File: src/rtl/uart_tx_frame_pkg.sv
// Shared UART TX definitions: FSM state encoding, supported prescale values, parity types.
package uart_tx_frame_pkg;

    typedef enum logic [2:0] {
        S_IDLE   = 3'd0,
        S_START  = 3'd1,
        S_DATA   = 3'd2,
        S_PARITY = 3'd3,
        S_STOP   = 3'd4
    } tx_state_t;

    localparam logic [4:0] PRESCALE_4 = 5'd4;
    localparam logic [4:0] PRESCALE_8 = 5'd8;

    localparam logic PAR_EVEN = 1'b0;
    localparam logic PAR_ODD  = 1'b1;

    function automatic logic prescale_ok(input logic [4:0] p);
        return (p == PRESCALE_4) || (p == PRESCALE_8);
    endfunction

    function automatic logic parity_bit(input logic [7:0] d, input logic typ);
        logic r;
        case (typ)
            PAR_EVEN: r = ^d;
            PAR_ODD:  r = ~^d;
            default:  r = ^d;
        endcase
        return r;
    endfunction

endpackage

File: src/rtl/uart_tx_bit_timer.sv
// Per-bit timing for the UART transmitter: counts P clocks per bit and steps the data bit index.
module uart_tx_bit_timer
    import uart_tx_frame_pkg::*;
(
    input  logic       CLK,
    input  logic       RST,
    input  logic       clear,
    input  logic       data_phase,
    input  logic [4:0] prescale,
    output logic       bit_done,
    output logic [2:0] bit_idx
);

    logic [2:0] edge_cnt;

    // prescale is the value latched at acceptance, so a live port change cannot stretch a bit
    assign bit_done = ({2'b00, edge_cnt} == (prescale - 5'd1));

    always_ff @(posedge CLK or negedge RST) begin
        if (!RST) begin
            edge_cnt <= '0;
            bit_idx  <= '0;
        end else if (clear) begin
            edge_cnt <= '0;
            bit_idx  <= '0;
        end else if (bit_done) begin
            edge_cnt <= '0;
            if (data_phase) bit_idx <= bit_idx + 3'd1;
        end else begin
            edge_cnt <= edge_cnt + 3'd1;
        end
    end

endmodule

File: src/rtl/uart_tx_frame.sv
// UART transmitter: start, 8 data bits LSB first, optional parity, one stop bit; P clocks per bit.
module uart_tx_frame
    import uart_tx_frame_pkg::*;
#(
    parameter int unsigned DATA_WIDTH = 8
) (
    input  logic                  CLK,
    input  logic                  RST,
    input  logic [DATA_WIDTH-1:0] P_DATA,
    input  logic                  Data_Valid,
    input  logic                  PAR_EN,
    input  logic                  PAR_TYP,
    input  logic [4:0]            prescale,
    output logic                  TX_OUT,
    output logic                  Busy
);

    tx_state_t             state, state_nxt;
    logic [DATA_WIDTH-1:0] data_reg;
    logic                  par_en_reg;
    logic                  par_bit_reg;
    logic [4:0]            p_reg;
    logic                  tx_reg, tx_nxt;
    logic                  busy_reg, busy_nxt;
    logic                  load;
    logic                  bit_done;
    logic [2:0]            bit_idx;

    uart_tx_bit_timer u_timer (
        .CLK        (CLK),
        .RST        (RST),
        .clear      (state == S_IDLE),
        .data_phase (state == S_DATA),
        .prescale   (p_reg),
        .bit_done   (bit_done),
        .bit_idx    (bit_idx)
    );

    always_ff @(posedge CLK or negedge RST) begin
        if (!RST) begin
            state       <= S_IDLE;
            tx_reg      <= 1'b1;
            busy_reg    <= 1'b0;
            data_reg    <= '0;
            par_en_reg  <= 1'b0;
            par_bit_reg <= 1'b0;
            p_reg       <= '0;
        end else begin
            state    <= state_nxt;
            tx_reg   <= tx_nxt;
            busy_reg <= busy_nxt;
            if (load) begin
                data_reg    <= P_DATA;
                par_en_reg  <= PAR_EN;
                par_bit_reg <= parity_bit(P_DATA, PAR_TYP);
                p_reg       <= prescale;
            end
        end
    end

    // TX_OUT is registered, so the line value for the upcoming bit is chosen on the transition edge
    always_comb begin
        state_nxt = state;
        tx_nxt    = tx_reg;
        busy_nxt  = busy_reg;
        load      = 1'b0;
        case (state)
            S_IDLE: begin
                tx_nxt = 1'b1;
                if (Data_Valid && prescale_ok(prescale)) begin
                    load      = 1'b1;
                    state_nxt = S_START;
                    tx_nxt    = 1'b0;
                    busy_nxt  = 1'b1;
                end
            end
            S_START: begin
                if (bit_done) begin
                    state_nxt = S_DATA;
                    tx_nxt    = data_reg[0];
                end
            end
            S_DATA: begin
                if (bit_done) begin
                    if (bit_idx == 3'd7) begin
                        if (par_en_reg) begin
                            state_nxt = S_PARITY;
                            tx_nxt    = par_bit_reg;
                        end else begin
                            state_nxt = S_STOP;
                            tx_nxt    = 1'b1;
                        end
                    end else begin
                        tx_nxt = data_reg[bit_idx + 3'd1];
                    end
                end
            end
            S_PARITY: begin
                if (bit_done) begin
                    state_nxt = S_STOP;
                    tx_nxt    = 1'b1;
                end
            end
            S_STOP: begin
                if (bit_done) begin
                    state_nxt = S_IDLE;
                    tx_nxt    = 1'b1;
                    busy_nxt  = 1'b0;
                end
            end
            default: begin
                state_nxt = S_IDLE;
                tx_nxt    = 1'b1;
                busy_nxt  = 1'b0;
            end
        endcase
    end

    assign TX_OUT = tx_reg;
    assign Busy   = busy_reg;

endmodule

File: config.mk
export PLATFORM = sky130hd
export DESIGN_NAME = uart_tx_frame
export DESIGN_NICKNAME = d
export VERILOG_FILES = /design/src/rtl/uart_tx_frame_pkg.sv /design/src/rtl/uart_tx_bit_timer.sv /design/src/rtl/uart_tx_frame.sv
export SDC_FILE = /design/constraint.sdc
export NUM_CORES = 1
export LEC_CHECK = 0
export CAP_MARGIN = 20
export CORE_MARGIN = 4
export CORE_UTILIZATION = 35
export DETAILED_ROUTE_END_ITERATION = 12
export PLACE_DENSITY = 0.55
export SLEW_MARGIN = 0
export SYNTH_ARGS = -nofsm -noshare
export SYNTH_HDL_FRONTEND = slang
export SYNTH_SLANG_ARGS = --single-unit
File: constraint.sdc
create_clock -name CLK -period 1.55 [get_ports CLK]
set_input_delay 0.31 -clock CLK [delete_from_list [all_inputs] [get_ports CLK]]
set_output_delay 0.31 -clock CLK [all_outputs]
set_load 0.03 [all_outputs]
# Yosys cells after proc, flatten, opt, wreduce, memory -nomap -nowiden
# Index checks and enable logic that the tools add are counted.
# Widths: inputs -> output; s select.
totals:
  ff_bits: 26
  latch_bits: 0
  ram_bits: 0
  rom_bits: 0
  in_bits: 18
  output_inout_bits: 2
  n_memories: 0
classes:
  n_addsub: 3
  multipliers: 0
  n_div: 0
  n_lt_le_gt_ge: 1
  n_eq_ne: 15
  shifts: 0
  mux: 28
  bitwise: 2
  n_reduce_logical: 13
ops:
  columns: ["cell", "count"]
  rows:
  - ["$mux 3", 12]
  - ["$pmux 3 s5", 1]
  - ["$ne 2x2->1 const B", 6]
  - ["$mux 1", 11]
  - ["$reduce_xnor 8->1", 1]
  - ["$reduce_xor 8->1", 1]
  - ["$add 3x1->3 const B", 2]
  - ["$eq 3x2->1 const B", 2]
  - ["$eq 3x3->1 const B", 2]
  - ["$reduce_and 3->1", 2]
  - ["$reduce_and 6->1", 1]
  - ["$eq 3x5->1", 1]
  - ["$eq 5x3->1 const B", 1]
  - ["$eq 5x4->1 const B", 1]
  - ["$sub 5x1->5 const B", 1]
  - ["$lt 3x4->1 const B", 1]
  - ["$pmux 1 s4", 1]
  - ["$reduce_bool 2->1", 2]
  - ["$bmux 1 s3", 1]
  - ["$eq 3x1->1 const B", 1]
  - ["$logic_not 3->1", 1]
  - ["$pmux 1 s3", 1]
  - ["$reduce_or 3->1", 1]
  - ["$ne 2x1->1 const B", 1]
  - ["other kinds (6)", 7]

# Depth between registers and ports, before layout
logic_depth:
  word_depth: 6
  ltp_mapped: 8

# Hierarchy
# A second synthesis with hierarchy kept.
hier_totals:
  hier_cells: 124
  hier_area_um2: 1537.7
by_module_without_submodules:
  columns: ["module", "n_inst", "cells_per_inst", "area_per_inst_um2", "seq_area_each_um2"]
  rows:
  - ["uart_tx_frame", 1, 84, 1098.6, 501.7]
  - ["uart_tx_bit_timer", 1, 40, 439.2, 150.1]

# Least setup slack after synthesis
# OpenSTA, ideal clock, no wires.
synth_path:
  path_type: "register to register"
  start: "register p_reg[0]"
  end: "register u_timer.bit_idx[0]"
  arrival_time_ns: 1.573
  path_slack_ns: -0.145
  stages_incl_launch_ff: 9
  period_less_slack_ns: 1.695
  cell_sequence: "dfrtp_1 > inv_1 > ha_1 > xnor2_1 > a311oi_2 > o221ai_2 > buf_6 > mux2i_1 > o2bb2ai_1"
synth_between:
  elab_chain_len: 4
synth_rtl:
  columns: ["element", "line_no", "source"]
  rows:
  - ["start, declared", "uart_tx_frame.sv:22", "logic [4:0] p_reg;"]
  - ["start signal, assigned", "uart_tx_frame.sv:56", "p_reg <= prescale;"]
  - ["$sub 5x1->5", "uart_tx_bit_timer.sv:17", "assign bit_done = ({2'b00, edge_cnt} == (prescale - 5'd1));"]
  - ["$eq 3x5->1", "uart_tx_bit_timer.sv:17", null]
  - ["$reduce_bool 2->1 (no line)", null, null]
  - ["$reduce_and 2->1 (no line)", null, null]
  - ["end signal, assigned", "uart_tx_bit_timer.sv:28", "if (data_phase) bit_idx <= bit_idx + 3'd1;"]
  - ["end, declared", "uart_tx_bit_timer.sv:11", "output logic [2:0] bit_idx"]
# Every way passes these cells.
# A chain may end at the register's enable or synchronous reset.

# Worst setup path in the final report
layout_path:
  start: "register p_reg[0]"
  end: "register u_timer.bit_idx[1]"
# Same word-level chain as after synthesis.

==> flow_summary.ini <==
[die]
fp-row-count = 23
width_of_the_chip_um = 73.1
die_area_um2 = 5350
die_h_um = 73.1
ios = 20
floorplan.core_area_um2 = 4060
initial_core_util_pct = 36.6

[timing]
unrepaired_setup_endpoints_after_global_routing = true
finalClockSkew_ps = 11.6
worstMarginPinSlew_ps = 408
final.setup.worst_slack_ps = -235
max_freq_mhz = 560
period_utilization_pct = 115
final-hold-violation-count = 0
number_of_endpoints_failing_setup_at_the_final_stage = 11
slew_headroom_pct = 72.7
finalWorstPathRequiredPeriod_ps = 1780
timing_max_transition_violations_final = 0

[clock_network]
cts_hold_buf = 0
numCtsBuffers = 3
sinks_on_the_clock_net = 26
maximum_root_to_sink_buffer_count = 2
clock_tree.root_cell = clkbuf_8
h-tree-depth = 1
clock_insertion_delay_at_the_later_pin_of_the_skew_report_ps = 270
clkTransAtPathRegs_ps = 100
tritoncts = built

[power]
vdd_ir_drop_max_v = 0.000564
p_leak_uw = 0.000956
power_total_uw = 3120
cellPowerDensity_nw_per_um2 = 1490

[logic_synthesis]
sequential_fraction_of_the_synthesis_area_pct = 43.9
synth.distinct_cells = 45
synth_top_cell_by_area = dfrtp_1
netlist_area_um2 = 1490
ys.warnings.count = 0
synth.top_cell.area_share_pct = 42.1
dominantRegCellSynth = dfrtp_1
netlist_top_cells_area = dfrtp_1 42%, xnor2_1 6.5%, mux2_4 6.1%, mux2_2 3.8%, ha_1 3.4%
post_synth_inst_count = 131
synth_enable_flop_cells = 0
postSynthRegisterBits = 26
synthArstFlopShare_pct = 100
synthesis.nets = 153
synth_commonest_cells = 25 x dfrtp_1, 11 x nor2_1, 11 x xnor2_1
cell_with_the_most_instances_after_synthesis = dfrtp_1
synthesis.area_per_instance_um2 = 11.3

[routing]
remaining_drc_errors = 0
dr.first_iter.drc_count = 23
detail_route.vias_per_cell = 4.93
wl_per_cell_um = 13.6
overall_via_count_from_detail_route = 1125
routed_wirelength_um = 3110
pre_repair_dr_iteration_count = 4
postRouteAntennaNets = 0

[placement]
dpl.hpwl_um = 2470
dp_cells = 221
globalplace.congestion = 0.727
port_buffers = 19

[outcome]
violated_checks = negative setup slack
outcome = finished with violations

[flow_run]
max-cap-violations = 0

[grt]
grt_util_all_layers_pct = 13.1
grt_max_degree = 27
antenna_found_initial = 0
grt_first_pass_wirelength_um = 5480
globalRouteOverflowTotal = 0
grt_pass1_vias = 1239

[worst_setup_path]
reg2regPathDepth = 7
setup_crit_start_kind = register
worstSetupStartpoint = p_reg[0]
worst-endpoint-arrival_ps = 1970
r2r-start = p_reg[0]
worst-r2r-setup-slack_ps = -230
timing.critical_path.required_ps = 1730
worstSetupPathType = register to register
max_stage_delay_ps = 400
cp_cell_sequence = inv_2, ha_4, xnor2_1, a311oi_2, o221ai_2, buf_12, o311ai_2
regToRegEndpoint = u_timer.bit_idx[1]
cp_max_fo = 8
crit_path_max_delay_cell_type = dfrtp_1
endpoint_kind = register

[final_layout]
post_layout_nonfiller_instances = 228
drive_above_1_share_pct = 37.1
syn_to_final_growth_pct = 40.8
diodes = 0
largest_register_ffs = 8
fin_nets = 201

[hold_path]
min_path_type = primary input to async pin
[worst max-delay path: cells and delay by family (launching register included)]
| kind | cells | cell delay, ps |
|---|---|---|
| adder cells (fa/ha/maj) | 1 | 200 |
| flip-flops | 1 | 400 |
| buffers and inverters | 2 | 270 |
| AO/OA/AOI/OAI | 3 | 700 |
| XOR/XNOR | 1 | 130 |
[metrics by stage]
| step | util [%] | TNS, ps | cell area, µm² | setup slack [ps] | hold slack (ps) |
|---|---|---|---|---|---|
| after floorplan | - | -589 | 1510 | -96.1 | 14.4 |
| after global placement | 47.7 | -5330 | 1940 | -293 | 479 |
| after detailed placement | 47.7 | -7280 | 1940 | -385 | 503 |
| after CTS | 51.1 | -2040 | 2070 | -263 | 418 |
| after global routing | 51.5 | -2850 | 2090 | -328 | 428 |
| final | 51.5 | -1850 | 2090 | -235 | 402 |
[power breakdown]
part           switching [µW]  internal [µW]
Clock                     219            345
Sequential                174            863
Combinational             686            834
Total                    1080           2040
[logic make-up after synthesis]
logic type / share of synthesized area (%)
AOI/OAI and AO/OA: 10.7
and+or+nand+nor: 16.4
DFF: 43.9
adders and majority gates: 3.37
buffers and inverters: 4.13
xor gates and xnor gates: 7.67
muxes: 13.8
[layout by cell type (no fill, tap or decap), drive strengths merged, types with 2 or more instances in the layout]
master	n
buf	28
dfrtp	25
clkdlybuf4s50	14
nor2	12
xnor2	11
mux2	11
nand2	9
nand3	7
inv	7
o21ai	5
a21oi	4
ha	4
clkbuf	3
dlygate4sd2	3
nand2b	3
xor2	2
and2	2
o2bb2ai	2
o311ai	2
dlymetal6s2s	2
nor3	2
a211oi	2
a311oi	2
mux4	2
[final cells by class]
cell class	count	area (µm²)
timing repair buffer	47	418
tap	50	62.6
sequential	26	653
fill	342	1970
clock buffer	3	41.3
multi-input combinational	94	860
inverter	7	26.3
clock inverter	1	30.0
[layer usage]
| metal | vias to the layer above | track usage (%) | wire length (µm) |
|---|---|---|---|
| met2 | 16 | 23.6 | 1610 |
| met3 | 4 | 1.93 | 93 |
| met5 | - | 0 | 0 |
| li1 | 559 | - | - |
| met4 | 0 | 3.69 | 24 |
| met1 | 546 | 15.9 | 1380 |
[worst max-delay path by stage]
stage	slack, ps	endpoint
6_report	-230	u_timer.bit_idx[1]
5_1_grt	-330	u_timer.bit_idx[1]
4_1_cts	-260	u_timer.bit_idx[1]
3_5_place_dp	-390	data_reg[3]
3_3_place_gp	-290	data_reg[3]
2_1_floorplan	-100	u_timer.bit_idx[0]
[timing repair]
| item | CTS | global route |
|---|---|---|
| setup buffers | 2 | 0 |
| gates cloned | 1 | 0 |
| resized for setup | 12 | 4 |
| endpoints found under the setup margin | 25 | 23 |
| pin swaps | 1 | 3 |
No activity file was read; power rests on OpenSTA's default activity.
==> variant 1: new RTL, same flow settings <==
Add an input register stage for `prescale`; this delays it by one clock. The other inputs are not delayed to match.
--- a/src/rtl/uart_tx_frame.sv
+++ b/src/rtl/uart_tx_frame.sv
@@ -14,6 +14,12 @@
     output logic                  TX_OUT,
     output logic                  Busy
 );
+
+    logic [4:0] prescale_q;
+
+    always_ff @(posedge CLK) begin
+        prescale_q <= prescale;
+    end
 
     tx_state_t             state, state_nxt;
     logic [DATA_WIDTH-1:0] data_reg;
@@ -53,7 +59,7 @@
                 data_reg    <= P_DATA;
                 par_en_reg  <= PAR_EN;
                 par_bit_reg <= parity_bit(P_DATA, PAR_TYP);
-                p_reg       <= prescale;
+                p_reg       <= prescale_q;
             end
         end
     end
@@ -67,7 +73,7 @@
         case (state)
             S_IDLE: begin
                 tx_nxt = 1'b1;
-                if (Data_Valid && prescale_ok(prescale)) begin
+                if (Data_Valid && prescale_ok(prescale_q)) begin
                     load      = 1'b1;
                     state_nxt = S_START;
                     tx_nxt    = 1'b0;
Behaviour: not the same (Yosys sat finds a counterexample within 4 cycles, from zero or initial values and one cycle with RST low).
==> variant 1 against the unedited design <==
The flow still finishes with violations (setup timing); combinational power shrank 23%; sequential cell count is 5 higher; critical path depth unchanged; final area is 4.7% higher; core utilization grew 1.7 points; final cell count grew 0.44%; non-clock buffer count is 6 lower; routed wire length grew 1.1%; total power up 6.1%; clock power rose by 68%; synthesized area is 3.7% higher; setup slack got worse by 0.056 ns.
==> variant 1: results (changes against the unedited design) <==
Outcome
  • Run status: finished, violations left
  • Failing checks: setup timing

Clock tree
  • Inserted Clock Buffers: 5 (+2)
  • H-tree Lvls: 2 (+1)
  • Post-CTS setup buffers: 1 (-1)

Critical path
  • Critical path fanouts, max: 2 (-6)
  • Largest stage delay, worst path: 0.42 ns (+0.02 ns)
  • Worst Path Arrival: 2.05 ns (+0.08 ns)
  • Critical path destination: TX_OUT$_DFFE_PN1P_
  • Worst path slowest cell: dfrtp_2

Layout
  • Plain + repair buffers: 41 (-13%)
  • Layout clock buffers: 6 (+3)
  • Layout non-clock buf frac: 0.1771 (-0.02274)
  • Area of the multi-input gates: 830.8 um2 (-3.3%)
  • Fin nets: 200 (-0.50%)
  • Layout area overhead: 42.16%
  • ClkCell Share: 0.06057 (+0.02646)
  • Signal inverters: 6 (-1)

Power
  • Comb pwr share: 0.353 (-0.134)
  • P_int: 2.310 mW (+13%)
  • P_leak: 0.9410 nW (-1.5%)
  • Clock group: 945 uW (+68%)

Drt
  • Detailed-route via count: 1,127 (+0.18%)
  • Routed wl met2: 1.541 mm (-4.0%)

Synth
  • Ys async rst share: 0.8387 (-0.1613)
  • Synth area leaders: dfrtp_1, dfxtp_1, xnor2_1, mux2_2, mux2_1
  • Multiplexer share of the synthesized area: 0.1162 (-0.02200)
  • Sequential fraction of the synthesis area: 0.4882 (+0.04930)
  • Yosys cell types: 41 (-8.9%)
  • Synthesized Nets: 158 (+3.3%)

STA
  • Final setup TNS: -1.798 ns (+0.05506 ns)
  • Final setup viols: 11 (unchanged)
  • Worst Slack Setup Final: -0.2911 ns (-0.05647 ns)
  • Clock Skews: 0.003277 ns (-0.008295 ns)
  • Worst slew pin tran: 0.3711 ns (-0.03738 ns)

Placed design
  • Placed Area: 1931 um2 (-0.32%)
  • DP Wirelength: 2.208 mm (-11%)
  • Setup WS pre-CTS: -0.3569 ns (+0.02810 ns)
  • Post-Place Cells: 218 (-1.4%)

Global route
  • Vias in the first global route: 1,176 (-5.1%)
## variant 1: changes by cell type in the layout (fill, tap and decap cells not counted), sizes merged, moves of 2 or more
cell / delta
and2: +2
a21oi: -2
dlymetal6s2s: -2
dfxtp: +5
buf: -6
o311ai: -2
o211ai: +2
clkdlybuf4s50: +2
clkbuf: +3
## variant 1: per-layer routing
layer | track usage | vias up
li1 | - | 560
met1 | 0.1669 | 540
met2 | 0.2077 | 20
met3 | 0.04189 | 7
met4 | 0.05731 | 0
met5 | 0 | -
## variant 1: worst max-delay path: cells and delay by family (launching register included)
family          cells  cell delay [ns]
compound gates      1             0.14
fa+ha+maj           2             0.43
flops               1             0.42
mux                 2             0.54
simple gates        2             0.24
## variant 1: logic make-up (layout without fill, tap and decap cells)
family                   count (synthesis)  after routing
AO/OA/AOI/OAI                           18             18
XOR/XNOR                                13             13
adder cells (fa/ha/maj)                  4              4
buffers and inverters                   12             55
flip-flops                              31             31
multiplexers                            14             14
AND/OR/NAND/NOR                         44             44
==> variant 2: new RTL, same settings <==
Made on the original files. Reset style: synchronous (`RST`), changed in 2 clocked blocks.
--- a/src/rtl/uart_tx_bit_timer.sv
+++ b/src/rtl/uart_tx_bit_timer.sv
@@ -16,7 +16,7 @@
     // prescale is the value latched at acceptance, so a live port change cannot stretch a bit
     assign bit_done = ({2'b00, edge_cnt} == (prescale - 5'd1));
 
-    always_ff @(posedge CLK or negedge RST) begin
+    always_ff @(posedge CLK) begin
         if (!RST) begin
             edge_cnt <= '0;
             bit_idx  <= '0;
--- a/src/rtl/uart_tx_frame.sv
+++ b/src/rtl/uart_tx_frame.sv
@@ -36,7 +36,7 @@
         .bit_idx    (bit_idx)
     );
 
-    always_ff @(posedge CLK or negedge RST) begin
+    always_ff @(posedge CLK) begin
         if (!RST) begin
             state       <= S_IDLE;
             tx_reg      <= 1'b1;
Function: differs if RST is asserted again (counterexample within 4 cycles, from zero or initial values and one cycle with RST low); with RST held inactive, the same outputs for 10 cycles.
==> variant 2 against the unedited design <==
The run still ends with setup timing left; final cell count is 5.7% higher; routed wire length about the same; count of clock-buffer cells in the layout up 1; setup slack worse by 0.12 ns; sequential cell count unchanged; synthesized area fell by 6.9%; final area shrank 3.9%; critical endpoint is now state[2]$_SDFFE_PN0P_; highest routed layer unchanged.
Power is not compared: it rests on default switching activity, and its combinational part moved more than twofold at a synthesized area within 25%.
==> variant 2: results (changes against the unedited design) <==
Synth
  • Ys async rst share: 0 (-1.000)
  • Synth cell count leaders: dfxtp_1, nor2_1, mux2i_1
  • Synth area leaders: dfxtp_1, mux2i_1, xnor2_1, nor2_1, ha_1
  • Sequential fraction of the synthesis area: 0.3765 (-0.06245)
  • Multiplexer share of the synthesized area: 0.1566 (+0.01840)
  • Synthesized Nets: 170 (+11%)
  • Compound-Gate Fraction of Synth Area: 0.1059 (-0.001110)
  • Post-Syn Area per Cell: 9.342 um2 (-18%)

STA
  • Worst Slack Setup Final: -0.3593 ns (-0.1247 ns)
  • Final setup viols: 11 (unchanged)
  • Final setup TNS: -2.832 ns (-0.9793 ns)
  • Worst slew pin tran: 0.4742 ns (+0.06575 ns)

Critical path
  • Worst path slowest cell: or4b_4
  • Critical path fanouts, max: 3 (-5)
  • Worst Path Arrival: 2.13 ns (+0.16 ns)

Drt
  • Routed wl met2: 1.524 mm (-5.1%)
  • Detailed route wirelength on metal3: 128 um (+38%)
  • Post-Route WL: 3.106 mm (about the same)
  • Met1 WL: 1.402 mm (+1.3%)
  • Initial detailed-routing violation count: 34 (+48%)
  • Via density: 4.896 (-0.77%)
  • Wire per inst: 12.89 um (-5.5%)

Outcome
  • Failing checks: setup timing
  • Run status: finished, violations left

Global route
  • Routing usage on met2: 0.2245 (-0.01183)
  • First-pass GRT wire length: 5.326 mm (-2.8%)
  • M1 GR Usage: 0.1693 (+0.01010)
  • GRT met3 Usage: 0.02699 (+0.007705)
  • Vias in the first global route: 1,161 (-6.3%)

Layout
  • Fin area: 2009 um2 (-3.9%)
  • Filler cells: 360 (+5.3%)

Clock tree
  • Post-CTS setup buffers: 1 (-1)

Worst hold path
  • Hold Crit Class: reg2reg
## variant 2: path summary, 6_finish.rpt
check                                               startpoint                             end  slack (ns)  cells past startpoint
worst max-delay path                     p_reg[1]$_SDFFE_PN0P_           state[2]$_SDFFE_PN0P_       -0.36                      7
worst min-delay path            u_timer.edge_cnt[0]$_SDFF_PP0_  u_timer.edge_cnt[0]$_SDFF_PP0_        0.47                      1
worst max register to register           p_reg[1]$_SDFFE_PN0P_           state[2]$_SDFFE_PN0P_       -0.36                      7
worst min register to register  u_timer.edge_cnt[0]$_SDFF_PP0_  u_timer.edge_cnt[0]$_SDFF_PP0_        0.47                      1
## variant 2: cell type report
cell class / instances / share of cell area
inverters: 6 / 0.01121
well taps: 48 / 0.02989
flip-flops and latches: 26 / 0.2609
multi-input cells: 110 / 0.4738
repair buffers: 47 / 0.1968
clock buffers: 4 / 0.02740
